**config.mk**
```make
export PLATFORM = sky130hd
export DESIGN_NAME = machine_timer
export DESIGN_NICKNAME = d
export VERILOG_FILES = /design/src/rtl/machine_timer.sv
export SDC_FILE = /design/constraint.sdc
export NUM_CORES = 1
export LEC_CHECK = 0
export CAP_MARGIN = 20
export CELL_PAD_IN_SITES_DETAIL_PLACEMENT = 1
export CELL_PAD_IN_SITES_GLOBAL_PLACEMENT = 2
export CORE_MARGIN = 2
export CORE_UTILIZATION = 38
export CTS_BUF_LIST = sky130_fd_sc_hd__clkbuf_4 sky130_fd_sc_hd__clkbuf_8
export CTS_CLUSTER_SIZE = 24
export DETAILED_ROUTE_END_ITERATION = 10
export HOLD_SLACK_MARGIN = 0.05
export PLACE_DENSITY = 0.88
export SLEW_MARGIN = 10
export SYNTH_ARGS = -nofsm -noshare
export SYNTH_HDL_FRONTEND = slang
export SYNTH_SLANG_ARGS = --single-unit
```
**constraint.sdc**
```tcl
create_clock -name clk -period 4.6 [get_ports clk]
set_input_delay 0.92 -clock clk [delete_from_list [all_inputs] [get_ports clk]]
set_output_delay 0.92 -clock clk [all_outputs]
set_load 0.01 [all_outputs]
```
**src/rtl/machine_timer.sv**
```systemverilog
// Machine timer: prescaled 64-bit mtime, mtimecmp, one-shot/periodic MTIP.
// Define MACHINE_TIMER_SNAPSHOT_EN to latch mtime[63:32] on a low-word read.
module machine_timer #(
  parameter logic [11:0] BASE_ADDRESS   = 12'h7C0,
  parameter int          PRESCALE_WIDTH = 8
) (
  input  logic        clk,
  input  logic        rst,
  input  logic        csrWriteEnable,
  input  logic        csrReadEnable,
  input  logic [11:0] csrAddress,
  input  logic [31:0] csrWriteData,
  output logic [31:0] csrReadData,
  output logic        requestOutput,
  output logic        isMachineTimerInterrupt
);

  localparam int PW = PRESCALE_WIDTH;

  logic [11:0]   off;
  logic          hit;
  logic          wr_ctrl, wr_lo, wr_hi;
  logic          wr_clo, wr_chi;
  logic          tick, ge, wrap;

  logic          en_q, en_d;
  logic          per_q, per_d;
  logic          ie_q, ie_d;
  logic          pend_q, pend_d;
  logic [PW-1:0] pre_q, pre_d;
  logic [PW-1:0] cnt_q, cnt_d;
  logic [63:0]   mtime_q, mtime_d;
  logic [63:0]   cmp_q, cmp_d;
  logic          ge_q, ge_d;
  logic          irq_q, irq_d;
  logic [31:0]   hi_rd;
  logic [31:0]   ctrl_rd;
  logic          unused_wd;

  assign off = csrAddress - BASE_ADDRESS;
  assign hit = (csrAddress >= BASE_ADDRESS) && (off <= 12'd4);

  assign wr_ctrl = csrWriteEnable && hit && (off == 12'd0);
  assign wr_lo   = csrWriteEnable && hit && (off == 12'd1);
  assign wr_hi   = csrWriteEnable && hit && (off == 12'd2);
  assign wr_clo  = csrWriteEnable && hit && (off == 12'd3);
  assign wr_chi  = csrWriteEnable && hit && (off == 12'd4);

  assign unused_wd = ^{csrWriteData[30:8+PW], csrWriteData[7:3]};

`ifdef MACHINE_TIMER_SNAPSHOT_EN
  logic [31:0] snap_q, snap_d;

  always_comb begin
    snap_d = snap_q;
    if (csrReadEnable && hit && (off == 12'd1))
      snap_d = mtime_q[63:32];
  end

  always_ff @(posedge clk) begin
    if (rst) snap_q <= '0;
    else     snap_q <= snap_d;
  end

  assign hi_rd = snap_q;
`else
  assign hi_rd = mtime_q[63:32];
`endif

  always_comb begin
    en_d    = en_q;
    per_d   = per_q;
    ie_d    = ie_q;
    pre_d   = pre_q;
    cmp_d   = cmp_q;
    mtime_d = mtime_q;
    tick    = en_q && (cnt_q == pre_q);
    ge      = mtime_q >= cmp_q;
    wrap    = tick && per_q && ge && !wr_lo && !wr_hi;

    if (!en_q || tick) cnt_d = '0;
    else               cnt_d = cnt_q + 1'b1;

    if (wr_ctrl) begin
      en_d  = csrWriteData[0];
      per_d = csrWriteData[1];
      ie_d  = csrWriteData[2];
      pre_d = csrWriteData[8 +: PW];
      cnt_d = '0;
    end

    // A software write to either mtime half overrides the tick.
    if (wr_lo)      mtime_d[31:0]  = csrWriteData;
    else if (wr_hi) mtime_d[63:32] = csrWriteData;
    else if (tick)  mtime_d = wrap ? 64'd0 : mtime_q + 64'd1;

    if (wr_clo) cmp_d[31:0]  = csrWriteData;
    if (wr_chi) cmp_d[63:32] = csrWriteData;

    if (wrap)                            pend_d = 1'b1;
    else if (wr_ctrl && csrWriteData[31]) pend_d = 1'b0;
    else                                 pend_d = pend_q;

    ge_d  = ge;
    irq_d = ie_q && (per_q ? pend_q : ge_q);
  end

  always_ff @(posedge clk) begin
    if (rst) begin
      en_q    <= 1'b0;
      per_q   <= 1'b0;
      ie_q    <= 1'b0;
      pend_q  <= 1'b0;
      pre_q   <= '0;
      cnt_q   <= '0;
      mtime_q <= '0;
      cmp_q   <= '1;
      ge_q    <= 1'b0;
      irq_q   <= 1'b0;
    end else begin
      en_q    <= en_d;
      per_q   <= per_d;
      ie_q    <= ie_d;
      pend_q  <= pend_d;
      pre_q   <= pre_d;
      cnt_q   <= cnt_d;
      mtime_q <= mtime_d;
      cmp_q   <= cmp_d;
      ge_q    <= ge_d;
      irq_q   <= irq_d;
    end
  end

  assign ctrl_rd = {pend_q, {(23-PW){1'b0}}, pre_q,
                    5'b0, ie_q, per_q, en_q};

  always_comb begin
    csrReadData = '0;
    if (requestOutput) begin
      unique case (1'b1)
        off == 12'd0: csrReadData = ctrl_rd;
        off == 12'd1: csrReadData = mtime_q[31:0];
        off == 12'd2: csrReadData = hi_rd;
        off == 12'd3: csrReadData = cmp_q[31:0];
        off == 12'd4: csrReadData = cmp_q[63:32];
        default:      csrReadData = '0;
      endcase
    end
  end

  assign requestOutput           = csrReadEnable && hit;
  assign isMachineTimerInterrupt = irq_q;

endmodule

```
==> impl_metrics.py, run 1 <==
metrics = {
    "status": {
        "status": "complete, no violations",
    },
    "cts": {
        "clk_pin_slew_worst_paths_ns": 0.11,
        "ctsHoldBuffers": 0,
        "postCtsSetupRepairBufs": 0,
        "post_cts_resized": 0,
        "cts_max_path_buffers": 2,
        "cts_made_buffers": 17,
        "cts_tree": "built",
        "root_buffer": "clkbuf_8",
        "cts_sinks": 150,
        "clk_latency_ns": 0.49,
        "h-tree-depth": 4,
    },
    "grt": {
        "grt_pass1_wl_um": 59300,
        "grt.met1_usage_pct": 37.7,
        "grt.met3_usage_pct": 4.25,
        "grt_max_degree": 65,
        "overflow": 0,
        "antenna_found_initial": 1,
        "grt_pass1_vias": 10200,
        "track_usage_pct": 28.6,
        "busiest_layer": "met2",
        "gr-usage-met2_pct": 48.2,
    },
    "synth": {
        "ys_seq_elements": 150,
        "yosys.area_share.simple_pct": 24.2,
        "syn_area_mm2": 0.00989,
        "synthTopCellsByArea": "dfxtp_1, ha_1, nand2_1",
        "synthMuxAreaShare_pct": 4.39,
        "synth_xor_area_share_pct": 4.16,
        "synthAdderAreaFrac_pct": 8.35,
        "yosysUniqueCellTypes": 63,
        "ys_warn_count": 0,
        "syn_avg_cell_area_um2": 7.70,
        "synth_top_family_by_area": "simple AND/OR/NAND/NOR gates",
        "yosysTopAreaCellShare_pct": 30.4,
        "synthFlopType": "dfxtp_1",
        "synth-edff-count": 0,
        "yosysMostFrequentCell": "nand2_1",
        "async_reset_ff_share_pct": 0,
        "synth_common_cells": "nand2_1, dfxtp_1, nor2_1, a21oi_1",
        "syn_nets": 1399,
        "synth-seq-area-share_pct": 30.4,
        "synth_top_area_cell": "dfxtp_1",
        "synth_compound_area_share_pct": 22.2,
        "synthCells": 1285,
    },
    "sta": {
        "hold_ws_ns": 0.505,
        "relSlewSlack_pct": 46.0,
        "slew_viol_final": 0,
        "finalHoldViolations": 0,
        "clock.fmax_ghz": 0.234,
        "worst_slew_pin_slew_ns": 0.802,
        "setup_viol": 0,
        "grt_setup_unrepaired": "no",
        "fin_tns_setup_ns": 0,
        "period_minus_slack_ns": 4.27,
        "layout_worst_path_cycle_share_pct": 92.9,
        "finalClockSkew_ns": 0.0254,
    },
    "power": {
        "intPower_mw": 1.78,
        "power_leakage_nw": 4.87,
        "combPwrFrac_pct": 6.2,
        "power_mw": 2.53,
        "p_sw_share_pct": 29.7,
        "pwr-share-seq_pct": 51.8,
        "p_sw_mw": 0.752,
        "power_frac_clock_pct": 42.1,
        "peakVddDrop_mv": 0.191,
        "powerDensity_mw_per_mm2": 218,
    },
    "drt": {
        "drc": 0,
        "dr.first_iter.drc_count": 625,
        "vias_per_cell": 6.12,
        "wl_um": 38500,
        "num_vias": 10400,
        "wl_per_cell_um": 22.7,
        "postRouteAntennaNets": 0,
        "first_pass_iters": 7,
    },
    "floorplanning": {
        "die_y_um": 165,
        "die_area_mm2": 0.0273,
        "coreArea_mm2": 0.0258,
        "floorplan.initialDensity_pct": 38.3,
        "die_width_um": 165,
        "rows": 59,
        "pin_count": 82,
    },
    "worst_setup_path": {
        "r2r_slack_ns": 0.60,
        "r2r_end": "mtime_q[43]",
        "crit_slowest_cell": "clkdlybuf4s50_1",
        "ff2ff_path_depth": 10,
        "cp_data_arrival_time_ns": 3.35,
        "worst-setup-path-type": "in -> out",
        "worst-path-buf-inv": 4,
        "slowest_delay_ns": 0.54,
        "cp_top_family": "buffers and inverters",
        "required_ns": 3.68,
        "cp.depth": 9,
        "cp_max_fo": 16,
        "start_kind": "primary input",
        "crit_chain": "clkdlybuf4s50_1 -> or3_1 -> nor3_1 -> and3_1 -> buf_4 -> o21ai_4 -> buf_4 -> nor2_1 -> clkdlybuf4s50_1",
        "r2r_start": "mtime_q[0]",
        "end_kind": "output port",
    },
    "run": {
        "maxCapViolCount": 0,
    },
    "worst_hold_path": {
        "hold_path.class": "reg -> reg",
        "hold_end": "cnt_q[0]",
        "worstHoldStart": "cnt_q[0]",
        "min_path_cells": 1,
    },
    "place": {
        "port-buffer-count": 81,
        "place_hpwl_um": 27800,
        "place_congestion": 0.869,
    },
    "final_layout": {
        "diodes": 0,
        "syn2layout_area_growth_pct": 17.3,
        "nets": 1461,
        "fillers": 3212,
        "drive_gt1_share_pct": 9.26,
    },
}
[how the worst max path moves through the flow]
| stage | slack (ns) | start | endpoint |
|---|---|---|---|
| final | 0.33 | csrAddress[3] | csrReadData[22] |
| after global routing | 0.12 | csrAddress[3] | csrReadData[19] |
| after CTS | 0.31 | csrAddress[3] | csrReadData[26] |
| after detailed placement | 0.31 | csrAddress[3] | csrReadData[22] |
| after global placement | 0.33 | csrAddress[3] | csrReadData[0] |
| after floorplan | 1.04 | csrAddress[3] | csrReadData[10] |
[final cells by class]
class	instances	area (um^2)	area share [%]
multi-input combinational	971	6290	54.2
sequential	150	3000	25.9
timing repair buffer	128	1200	10.4
tap	335	419	3.61
inverter	79	297	2.56
clock buffer	17	234	2.02
clock inverter	15	154	1.33
[power by group through the flow]
| stage | combinational, mW | sequential [mW] | clock [mW] |
|---|---|---|---|
| final | 0.156 | 1.31 | 1.06 |
| after global placement | 0.152 | 1.34 | 0 |
| after floorplan | 0.0636 | 1.34 | 0 |
| after CTS | 0.154 | 1.31 | 1.08 |
| after global routing | 0.165 | 1.31 | 1.13 |
| after detailed placement | 0.153 | 1.34 | 0 |
[routing by layer]
| metal | vias up | share of wire [%] |
|---|---|---|
| met1 | 5146 | 45 |
| met3 | 56 | 5.5 |
| met5 | - | 0.029 |
| met2 | 335 | 47 |
| met4 | 2 | 2.6 |
| li1 | 4827 | - |
[cell families after synthesis]
group                      after synthesis
and+or+nand+nor                        491
AOI/OAI and AO/OA                      326
buffers and inverters                  164
DFF                                    150
adders and majority gates               66
xor gates and xnor gates                47
muxes                                   41
[placed cells by master (no fill, tap or decap), types with 7 or more instances in the layout]
| master | n |
|---|---|
| nand2_1 | 169 |
| dfxtp_1 | 150 |
| nor2_1 | 96 |
| a21oi_1 | 88 |
| clkdlybuf4s50_1 | 79 |
| inv_1 | 78 |
| o211ai_1 | 67 |
| ha_1 | 66 |
| nand3_1 | 57 |
| o21ai_0 | 50 |
| buf_4 | 43 |
| nor3_1 | 33 |
| a222oi_1 | 32 |
| nand4_1 | 31 |
| xnor2_1 | 24 |
| a211oi_1 | 24 |
| xor2_1 | 23 |
| mux2i_1 | 22 |
| and3_1 | 20 |
| mux2_2 | 19 |
| clkbuf_8 | 17 |
| nor4_1 | 13 |
| a21o_1 | 13 |
| and4_1 | 12 |
| or3_1 | 11 |
| a31oi_1 | 10 |
| and2_1 | 7 |
| or4_1 | 7 |
| or2_2 | 7 |
[registers in the layout (all words and copies together), names as in the netlist]
register and cells:
per_q 1, ie_q 1, ge_q 1, mtime_q 64, pre_q 8, en_q 1, pend_q 1, cnt_q 8
isMachineTimerInterrupt 1, cmp_q 64
[per-stage QoR]
step           std cells  instance area, um^2  util [%]  setup WS, ns
2_1_floorplan       1285                 9890         -          1.04
3_3_place_gp        1663                11200      43.4         0.326
3_5_place_dp        1663                11200      43.4         0.315
4_1_cts             1695                11600      44.9         0.307
5_1_grt             1695                11600      44.9         0.118
6_report            1695                11600      44.9         0.328
Note: power is estimated with default switching activity, not from simulation.
==> run 2: changes to the inputs <==
--- a/config.mk
+++ b/config.mk
@@ -6,7 +6,9 @@
 export NUM_CORES = 1
 export LEC_CHECK = 0
+export ABC_AREA = 0
 export CAP_MARGIN = 20
 export CELL_PAD_IN_SITES_DETAIL_PLACEMENT = 1
 export CELL_PAD_IN_SITES_GLOBAL_PLACEMENT = 2
+export CORE_ASPECT_RATIO = 1.25
 export CORE_MARGIN = 2
 export CORE_UTILIZATION = 38
==> constraint.sdc (replaced) <==
create_clock -name clk -period 4.6 [get_ports clk]
set_input_delay 0.92 -clock clk [delete_from_list [all_inputs] [get_ports clk]]
set_output_delay 0.92 -clock clk [all_outputs]
set_load 0.005 [all_outputs]
==> impl_metrics.py, run 2 (same netlist as run 1, synthesis figures left out) <==
metrics = {
    "status": {
        "status": "complete, no violations",
    },
    "power": {
        "p_sw_share_pct": 27.3,
        "powerDensity_mw_per_mm2": 218,
        "power_leakage_nw": 4.84,
        "combPwrFrac_pct": 6.1,
        "intPower_mw": 1.84,
        "pwr-share-seq_pct": 51.9,
        "power_frac_clock_pct": 42.0,
        "power_mw": 2.52,
        "p_sw_mw": 0.688,
        "peakVddDrop_mv": 0.158,
    },
    "cts": {
        "cts_max_path_buffers": 2,
        "root_buffer": "clkbuf_8",
        "cts_tree": "built",
        "ctsHoldBuffers": 0,
        "clk_latency_ns": 0.48,
        "h-tree-depth": 4,
        "cts_sinks": 150,
        "clk_pin_slew_worst_paths_ns": 0.09,
        "post_cts_resized": 0,
        "cts_made_buffers": 17,
        "postCtsSetupRepairBufs": 0,
    },
    "drt": {
        "drc": 0,
        "postRouteAntennaNets": 0,
        "dr.first_iter.drc_count": 894,
        "num_vias": 10300,
        "vias_per_cell": 6.08,
        "wl_per_cell_um": 22.6,
        "first_pass_iters": 7,
        "wl_um": 38200,
    },
    "grt": {
        "overflow": 0,
        "track_usage_pct": 28.3,
        "grt_pass1_vias": 10500,
        "grt_max_degree": 86,
        "antenna_found_initial": 1,
        "grt_pass1_wl_um": 59700,
    },
    "worst_setup_path": {
        "start_kind": "primary input",
        "crit_top_cell": "clkdlybuf4s50_1",
        "cp_data_arrival_time_ns": 3.35,
        "end_kind": "output port",
        "crit_chain": "clkdlybuf4s50_1 -> or3_1 -> nor3_1 -> and3_1 -> buf_4 -> a222oi_1 -> nor2_1 -> clkdlybuf4s50_1",
        "required_ns": 3.68,
        "cp_max_fo": 21,
        "worst-setup-path-type": "in -> out",
        "crit_slowest_cell": "clkdlybuf4s50_1",
        "slowest_delay_ns": 0.51,
    },
    "final_layout": {
        "diodes": 0,
        "final_core_utilization_pct": 44.7,
        "final_cell_mix": "nand2_1, dfxtp_1, nor2_1",
        "final_area_mm2": 0.0116,
        "final_common_cell": "nand2_1",
        "fin_cells": 1695,
        "top_regs": "cmp_q x64, mtime_q x64",
        "nets": 1456,
        "syn2layout_area_growth_pct": 16.8,
        "drive_gt1_share_pct": 8.86,
    },
    "sta": {
        "finalHoldViolations": 0,
        "finalClockSkew_ns": 0.0178,
        "setup_viol": 0,
        "worst_slack_ns": 0.328,
        "period_minus_slack_ns": 4.27,
        "worst_slew_pin_slew_ns": 1.02,
        "layout_worst_path_cycle_share_pct": 92.9,
        "relSlewSlack_pct": 31.8,
        "fin_tns_setup_ns": 0,
        "clock.fmax_ghz": 0.234,
        "hold_ws_ns": 0.492,
        "grt_setup_unrepaired": "no",
        "slew_viol_final": 0,
    },
    "worst_hold_path": {
        "hold_path.class": "reg -> reg",
    },
    "place": {
        "place_congestion": 0.898,
        "placed_area_mm2": 0.0111,
        "dp_cells": 1662,
        "port-buffer-count": 81,
        "place_hpwl_um": 28200,
        "dpl_worst_slack_ns": 0.314,
    },
    "run": {
        "maxCapViolCount": 0,
    },
    "floorplanning": {
        "die_y_um": 184,
        "rows": 66,
        "pin_count": 82,
        "coreArea_mm2": 0.0258,
        "die_width_um": 148,
        "die_area_mm2": 0.0273,
        "floorplan.initialDensity_pct": 38.3,
    },
}
## run 2: path summary, 6_finish.rpt
kind	start	endpoint	slack [ns]	cells past startpoint
worst min register to register	cnt_q[0]	cnt_q[0]	0.49	1
worst min-delay path	cnt_q[0]	cnt_q[0]	0.49	1
worst max-delay path	csrAddress[3]	csrReadData[12]	0.33	8
worst max register to register	mtime_q[0]	mtime_q[10]	0.41	10
## run 2: metal layers
metal / routed length (um) / vias to the layer above / GRT usage, % / part of all wire, %
li1: - / 4809 / - / -
met1: 15900 / 5068 / 34.1 / 42
met2: 18900 / 318 / 49.6 / 49
met3: 1710 / 105 / 3.99 / 4.5
met4: 1720 / 2 / 13.3 / 4.5
met5: 13 / - / 0 / 0.034
## run 2: worst max-delay path: cells and delay by family
kind / cells / cell delay [ns]
AND/OR/NAND/NOR: 4 / 0.99
buffers and inverters: 3 / 1.23
AO/OA/AOI/OAI: 1 / 0.17
## run 2: final cells by class
| cell class | instances | area [um^2] |
|---|---|---|
| Fill cell | 3153 | 14300 |
| Clock buffer | 20 | 269 |
| Tap cell | 340 | 425 |
| Multi-Input combinational cell | 971 | 6290 |
| Clock inverter | 12 | 120 |
| Timing Repair Buffer | 123 | 1150 |
| Sequential cell | 150 | 3000 |
| Inverter | 79 | 297 |
## run 2: power by group through the flow
stage | clock network [mW] | registers, mW | logic [mW]
after CTS | 1.08 | 1.31 | 0.154
after floorplan | 0 | 1.34 | 0.0636
after global routing | 1.13 | 1.31 | 0.164
after global placement | 0 | 1.34 | 0.152
after detailed placement | 0 | 1.34 | 0.153
final | 1.06 | 1.31 | 0.154
